<file path="config.mk">
export PLATFORM = sky130hd
export DESIGN_NAME = axi_lite_driver
export DESIGN_NICKNAME = d
export VERILOG_FILES = /design/src/rtl/axi_lite_driver.sv
export SDC_FILE = /design/constraint.sdc
export NUM_CORES = 1
export LEC_CHECK = 0
export ABC_AREA = 1
export ABC_CLOCK_PERIOD_IN_PS = 3000
export BUFFER_PORTS_ARGS = -buffer_cell sky130_fd_sc_hd__clkbuf_2
export CAP_MARGIN = 10
export CORE_MARGIN = 8
export CORE_UTILIZATION = 30
export CTS_CLUSTER_SIZE = 30
export DETAILED_ROUTE_END_ITERATION = 10
export REMOVE_ABC_BUFFERS = 1
export SLEW_MARGIN = 20
export SYNTH_ARGS = -nofsm -noshare
export SYNTH_HDL_FRONTEND = slang
export SYNTH_SLANG_ARGS = --single-unit
</file>
<file path="constraint.sdc">
create_clock -name clk_i -period 3 [get_ports clk_i]
set_clock_uncertainty 0.05 [all_clocks]
set_input_delay 0.15 -clock clk_i [delete_from_list [all_inputs] [get_ports clk_i]]
set_output_delay 0.15 -clock clk_i [all_outputs]
set_load 0.02 [all_outputs]
</file>
<file path="src/rtl/axi_lite_driver.sv">
// axi_lite_driver: single-outstanding AXI4-Lite master behind a simple
// command/response handshake. Writes present AW and W together and retire each
// channel on its own handshake. Reads go AR then R. Every completion produces
// one registered rsp_valid_o pulse from the DONE state.
// Optional build macro: AXI_LITE_DRIVER_TIMEOUT_EN adds a per-state response
// timeout of TIMEOUT_CYCLES cycles that completes the command with SLVERR.
module axi_lite_driver #(
  parameter int AW             = 32,
  parameter int DW             = 32,
  parameter int TIMEOUT_CYCLES = 1024
) (
  input  logic            clk_i,
  input  logic            rst_ni,
  // command side
  input  logic            cmd_valid_i,
  output logic            cmd_ready_o,
  input  logic            cmd_we_i,
  input  logic [AW-1:0]   cmd_addr_i,
  input  logic [DW-1:0]   cmd_wdata_i,
  // response side
  output logic            rsp_valid_o,
  output logic [DW-1:0]   rsp_rdata_o,
  output logic [1:0]      rsp_resp_o,
  output logic            rsp_err_o,
  // AXI-Lite write address
  output logic [AW-1:0]   aw_addr_o,
  output logic            aw_valid_o,
  input  logic            aw_ready_i,
  // AXI-Lite write data
  output logic [DW-1:0]   w_data_o,
  output logic [DW/8-1:0] w_strb_o,
  output logic            w_valid_o,
  input  logic            w_ready_i,
  // AXI-Lite write response
  input  logic [1:0]      b_resp_i,
  input  logic            b_valid_i,
  output logic            b_ready_o,
  // AXI-Lite read address
  output logic [AW-1:0]   ar_addr_o,
  output logic            ar_valid_o,
  input  logic            ar_ready_i,
  // AXI-Lite read data
  input  logic [DW-1:0]   r_data_i,
  input  logic [1:0]      r_resp_i,
  input  logic            r_valid_i,
  output logic            r_ready_o
);

  typedef enum logic [2:0] {
    IDLE         = 3'd0,
    WR_ADDR_DATA = 3'd1,
    WR_RESP      = 3'd2,
    RD_ADDR      = 3'd3,
    RD_DATA      = 3'd4,
    DONE         = 3'd5
  } state_e;

  state_e        state_r;
  logic [AW-1:0] addr_r;
  logic [DW-1:0] wdata_r;
  logic          aw_done_r;
  logic          w_done_r;
  logic          aw_hs_s;
  logic          w_hs_s;
  logic          timeout_s;

  // The address and data registers are only loaded in IDLE, so they stay
  // stable for as long as any valid that presents them is high.
  assign aw_addr_o = addr_r;
  assign ar_addr_o = addr_r;
  assign w_data_o  = wdata_r;
  assign w_strb_o  = {(DW/8){1'b1}};

  assign aw_hs_s = aw_valid_o && aw_ready_i;
  assign w_hs_s  = w_valid_o && w_ready_i;

`ifdef AXI_LITE_DRIVER_TIMEOUT_EN
  localparam int TW = $clog2(TIMEOUT_CYCLES) + 1;

  state_e        prev_state_r;
  logic [TW-1:0] timer_r;
  logic [TW-1:0] count_s;
  logic          busy_s;

  // A state change shows up as state_r differing from its one-cycle-old copy.
  // That marks the first cycle in the new state, where the count restarts at 0.
  assign count_s   = (state_r != prev_state_r) ? {TW{1'b0}} : timer_r;
  assign busy_s    = (state_r == WR_ADDR_DATA) || (state_r == WR_RESP) ||
                     (state_r == RD_ADDR)      || (state_r == RD_DATA);
  assign timeout_s = busy_s && (count_s == TW'(TIMEOUT_CYCLES - 1));

  // Count the cycles spent in the current state. Wrapping in IDLE or DONE is harmless.
  always_ff @(posedge clk_i or negedge rst_ni) begin
    if (!rst_ni) begin
      prev_state_r <= IDLE;
      timer_r      <= {TW{1'b0}};
    end else begin
      prev_state_r <= state_r;
      timer_r      <= count_s + TW'(1);
    end
  end
`else
  // The timeout is not built in. This flag stays constant-false so the driver
  // waits indefinitely, and it still references the parameter.
  assign timeout_s = (TIMEOUT_CYCLES < 0);
`endif

  // Transaction FSM. All handshake and response outputs are registered here.
  always_ff @(posedge clk_i or negedge rst_ni) begin
    if (!rst_ni) begin
      state_r     <= IDLE;
      cmd_ready_o <= 1'b1;
      aw_valid_o  <= 1'b0;
      w_valid_o   <= 1'b0;
      b_ready_o   <= 1'b0;
      ar_valid_o  <= 1'b0;
      r_ready_o   <= 1'b0;
      aw_done_r   <= 1'b0;
      w_done_r    <= 1'b0;
      addr_r      <= {AW{1'b0}};
      wdata_r     <= {DW{1'b0}};
      rsp_valid_o <= 1'b0;
      rsp_rdata_o <= {DW{1'b0}};
      rsp_resp_o  <= 2'b00;
      rsp_err_o   <= 1'b0;
    end else if (timeout_s) begin
      // The slave stalled too long. Drop every handshake and complete with SLVERR.
      state_r     <= DONE;
      aw_valid_o  <= 1'b0;
      w_valid_o   <= 1'b0;
      b_ready_o   <= 1'b0;
      ar_valid_o  <= 1'b0;
      r_ready_o   <= 1'b0;
      rsp_valid_o <= 1'b1;
      rsp_rdata_o <= {DW{1'b0}};
      rsp_resp_o  <= 2'b10;
      rsp_err_o   <= 1'b1;
    end else begin
      case (state_r)
        IDLE: begin
          // A stray b_valid or r_valid is ignored here.
          if (cmd_valid_i && cmd_ready_o) begin
            cmd_ready_o <= 1'b0;
            addr_r      <= cmd_addr_i;
            if (cmd_we_i) begin
              wdata_r    <= cmd_wdata_i;
              aw_valid_o <= 1'b1;
              w_valid_o  <= 1'b1;
              aw_done_r  <= 1'b0;
              w_done_r   <= 1'b0;
              state_r    <= WR_ADDR_DATA;
            end else begin
              ar_valid_o <= 1'b1;
              state_r    <= RD_ADDR;
            end
          end
        end
        WR_ADDR_DATA: begin
          // Each channel retires on its own handshake. Both may retire in one cycle.
          if (aw_hs_s) begin
            aw_valid_o <= 1'b0;
            aw_done_r  <= 1'b1;
          end
          if (w_hs_s) begin
            w_valid_o <= 1'b0;
            w_done_r  <= 1'b1;
          end
          if ((aw_done_r || aw_hs_s) && (w_done_r || w_hs_s)) begin
            b_ready_o <= 1'b1;
            state_r   <= WR_RESP;
          end
        end
        WR_RESP: begin
          if (b_valid_i) begin
            b_ready_o   <= 1'b0;
            rsp_valid_o <= 1'b1;
            rsp_rdata_o <= {DW{1'b0}};
            rsp_resp_o  <= b_resp_i;
            rsp_err_o   <= (b_resp_i != 2'b00);
            state_r     <= DONE;
          end
        end
        RD_ADDR: begin
          if (ar_ready_i) begin
            ar_valid_o <= 1'b0;
            r_ready_o  <= 1'b1;
            state_r    <= RD_DATA;
          end
        end
        RD_DATA: begin
          if (r_valid_i) begin
            r_ready_o   <= 1'b0;
            rsp_valid_o <= 1'b1;
            rsp_rdata_o <= r_data_i;
            rsp_resp_o  <= r_resp_i;
            rsp_err_o   <= (r_resp_i != 2'b00);
            state_r     <= DONE;
          end
        end
        DONE: begin
          // The response pulse lasts one cycle. Accepting a new command waits
          // for IDLE, so acceptance and response never share a cycle.
          rsp_valid_o <= 1'b0;
          cmd_ready_o <= 1'b1;
          state_r     <= IDLE;
        end
        default: begin
          state_r     <= IDLE;
          cmd_ready_o <= 1'b1;
          aw_valid_o  <= 1'b0;
          w_valid_o   <= 1'b0;
          b_ready_o   <= 1'b0;
          ar_valid_o  <= 1'b0;
          r_ready_o   <= 1'b0;
          rsp_valid_o <= 1'b0;
        end
      endcase
    end
  end

endmodule

</file>
==> out/qor.csv <==
metric,value,unit
run_status,"finished, final reports clean",
period_needed,2.13,ns
reg2reg_from,state_r[1],
cap_violations,0,
io_buffers,246,
powerDensity,1060,mW/mm^2
insertedDiodeCount,0,
cts_buffers,9,
synth.avg_cell_area,8.44,um^2
synth_cells,582,
wire_per_inst,14.0,um
rows,46,
crit_start,state_r[1],
grt-ovfl-total,0,
dp_slack,0.868,ns
switchingPower,3590,uW
min_path_type,input port to flop,
power,7810,uW
ys_warn_count,0,
worst-path-stages,5,
fillers,1550,
ir_drop,458,uV
grt_pass1_wl,24.5,mm
totalWireLength,15.4,mm
max_stage_delay,0.73,ns
grt_setup_unrepaired,false,
worstSetupStartpointType,flop,
worstRegToRegCells,5,
setup_violations,0,
fmax,0.469,GHz
worst-r2r-setup-slack,0.87,ns
cp_cell_sequence,nor2_8 > nand2_4 > clkinv_1 > nand3_1 > nand2_1,
drt_iter0_markers,261,
seq_power_share,0.346,
place_congestion,0.801,
insertion_delay,0.34,ns
final_area,0.00733,mm^2
worstSetupEndpointType,flop,
syn_to_final_growth,49.2,%
cts_buffer_depth,2,
hold_violations,0,
fin_crit_sh,0.710,
drive_gt1_frac,0.319,
vias,4668,
ff_latch_area,0.00278,mm^2
crit_required,3.18,ns
root_buffer,clkbuf_16,
post_drt_via_cell_ratio,4.24,
worst-path-max-fanout,34,
p_comb_frac,0.481,
crit_path_end,rsp_rdata_o[15],
setup_slack,0.870,ns
place_hpwl,10.6,mm
path_clk_slew,0.07,ns
tns,0,ns
yosysSeqAreaShare,0.566,
drcViolationCount,0,
grt_pass1_vias,4701,
cp_slowest_cell,clkinv_1,
stdcell_count,1100,
worstPathArrival,2.31,ns
swShare,0.460,
leakage,0.00428,uW
multiInputGateArea,0.00165,mm^2
grt_max_degree,112,
grt_usage,0.148,
criticalPathCategory,flop to flop,
reg2reg_to,rsp_rdata_o[15],
placed_area,0.00604,mm^2
die_h,144,um
maxSlewViolCount,0,
die-area,0.0207,mm^2
cp_num_buf_inv,1,
placed_cells,990,
cts_sinks,111,
tightest_slew,0.938,ns
syn-cell-area,0.00491,mm^2
core-area,0.0159,mm^2
clkPwrFrac,0.173,
initial_core_util,0.308,
antenna_left,0,
antenna_found_initial,0,
tritoncts,yes,
cts-htree-levels,3,
critical_path.top_delay_family,buffers and inverters,
firstDrtPassIters,4,
ios,251,
ys_types,27,
internal_power,4210,uW
die_x,144,um
synth_seq_cells,111,
final_nets,990,
slew_headroom,0.371,
cts_resized,0,
[metal layers]
layer	vias up	routed length, um	share of wire	track usage
met5	-	0	0	0
met4	0	340	0.022	0.0647
met3	22	885	0.058	0.0307
met2	157	7700	0.50	0.244
met1	2147	6450	0.42	0.184
li1	2342	-	-	-
[worst min path at each step]
stage / from / endpoint / slack (ns) / depth (start not counted)
global route: r_data_i[31] / rsp_rdata_o[31] / 0.02 / 3
global placement: rst_ni / ar_addr_o[15] / 0.23 / 2
CTS: r_data_i[31] / rsp_rdata_o[31] / 0.002 / 3
floorplan: rst_ni / ar_addr_o[0] / -0.20 / 0
finish: r_data_i[31] / rsp_rdata_o[31] / 0.02 / 3
detailed placement: rst_ni / ar_addr_o[15] / 0.24 / 2
[power by group through the flow]
| stage | clock network (uW) | registers (uW) | logic, uW |
|---|---|---|---|
| 6_report | 1350 | 2700 | 3750 |
| 5_1_grt | 1460 | 2790 | 4130 |
| 4_1_cts | 1410 | 2690 | 3800 |
| 3_5_place_dp | 0 | 2700 | 3710 |
| 3_3_place_gp | 0 | 2710 | 3650 |
| 2_1_floorplan | 0 | 3690 | 1250 |
[per-stage QoR]
step | hold WS (ns) | utilization
floorplan | -0.196 | -
global placement | 0.234 | 0.379
detailed placement | 0.242 | 0.379
CTS | 0.00162 | 0.460
global route | 0.0154 | 0.460
finish | 0.0227 | 0.460
[flip-flops by register name (all words and copies together) (netlist names)]
register     flops
ar_addr_o       32
ar_valid_o       1
aw_done_r        1
aw_valid_o       1
b_ready_o        1
cmd_ready_o      1
r_ready_o        1
rsp_err_o        1
rsp_rdata_o     32
rsp_resp_o       2
rsp_valid_o      1
state_r          3
w_data_o        32
w_done_r         1
w_valid_o        1
[logic make-up after synthesis]
| family | Yosys count | synth area share |
|---|---|---|
| other | 1 | 0.000763 |
| AND/OR/NAND/NOR | 385 | 0.326 |
| AO/OA/AOI/OAI | 7 | 0.00713 |
| flip-flops | 111 | 0.566 |
| buffers and inverters | 78 | 0.100 |
[cells in the final DEF (no fill, tap or decap), types with 2 or more instances in the layout]
cell           Yosys  routed
buf_4             42       2
bufinv_16          0       3
clkbuf_16          0       9
clkbuf_2           0     245
conb_1             1       4
dfrtp_1          110     110
dlygate4sd3_1      0      96
inv_1             11      11
inv_2              6       6
nand2_1          310     310
nand2_2            2       2
nand2_4            3       3
nand3_1           46      46
nand3_2            2       2
nand4_1            2       2
nor2_1            13      13
nor2_8             2       2
o21ai_0            6       6
[cell type report]
type                       instances  area share
timing repair buffer             344       0.303
sequential                       111       0.379
tap                              216      0.0369
multi-input combinational        396       0.226
clock inverter                     4      0.0130
inverter                          19      0.0101
clock buffer                      10      0.0326
[synth_stat cells]
library cell / number / share of area
nand2_1: 310 / 0.24
dfrtp_1: 110 / 0.56
nand3_1: 46 / 0.047
buf_4: 42 / 0.064
nor2_1: 13 / 0.0099
inv_1: 11 / 0.0084
buf_2: 7 / 0.0071
inv_2: 6 / 0.0046
o21ai_0: 6 / 0.0061
buf_6: 4 / 0.0092
buf_1: 3 / 0.0023
clkbuf_1: 3 / 0.0023
nand2_4: 3 / 0.0069
nand2_2: 2 / 0.0025
nand3_2: 2 / 0.0041
nand4_1: 2 / 0.0025
nor2_8: 2 / 0.0081
a21oi_1: 1 / 0.0010
and2_1: 1 / 0.0013
clkinv_1: 1 / 0.00076
conb_1: 1 / 0.00076
dfstp_2: 1 / 0.0053
inv_4: 1 / 0.0013
nand3b_1: 1 / 0.0015
nand3b_2: 1 / 0.0023
nor2_2: 1 / 0.0013
nor2_4: 1 / 0.0023
[repair_timing]
item / 4_1_cts / 5_1_grt
endpoints found under the hold margin: 205 / 0
buffers inserted: 0 / 0
endpoints found under the setup margin: 0 / 0
hold buffers: 96 / 0
[worst register-to-register path: cells and delay by family (launching register included)]
kind,cells,cell delay [ns]
buffers and inverters,1,0.73
DFF,1,0.56
and+or+nand+nor,4,0.68
No activity file was read; power rests on OpenSTA's default activity.
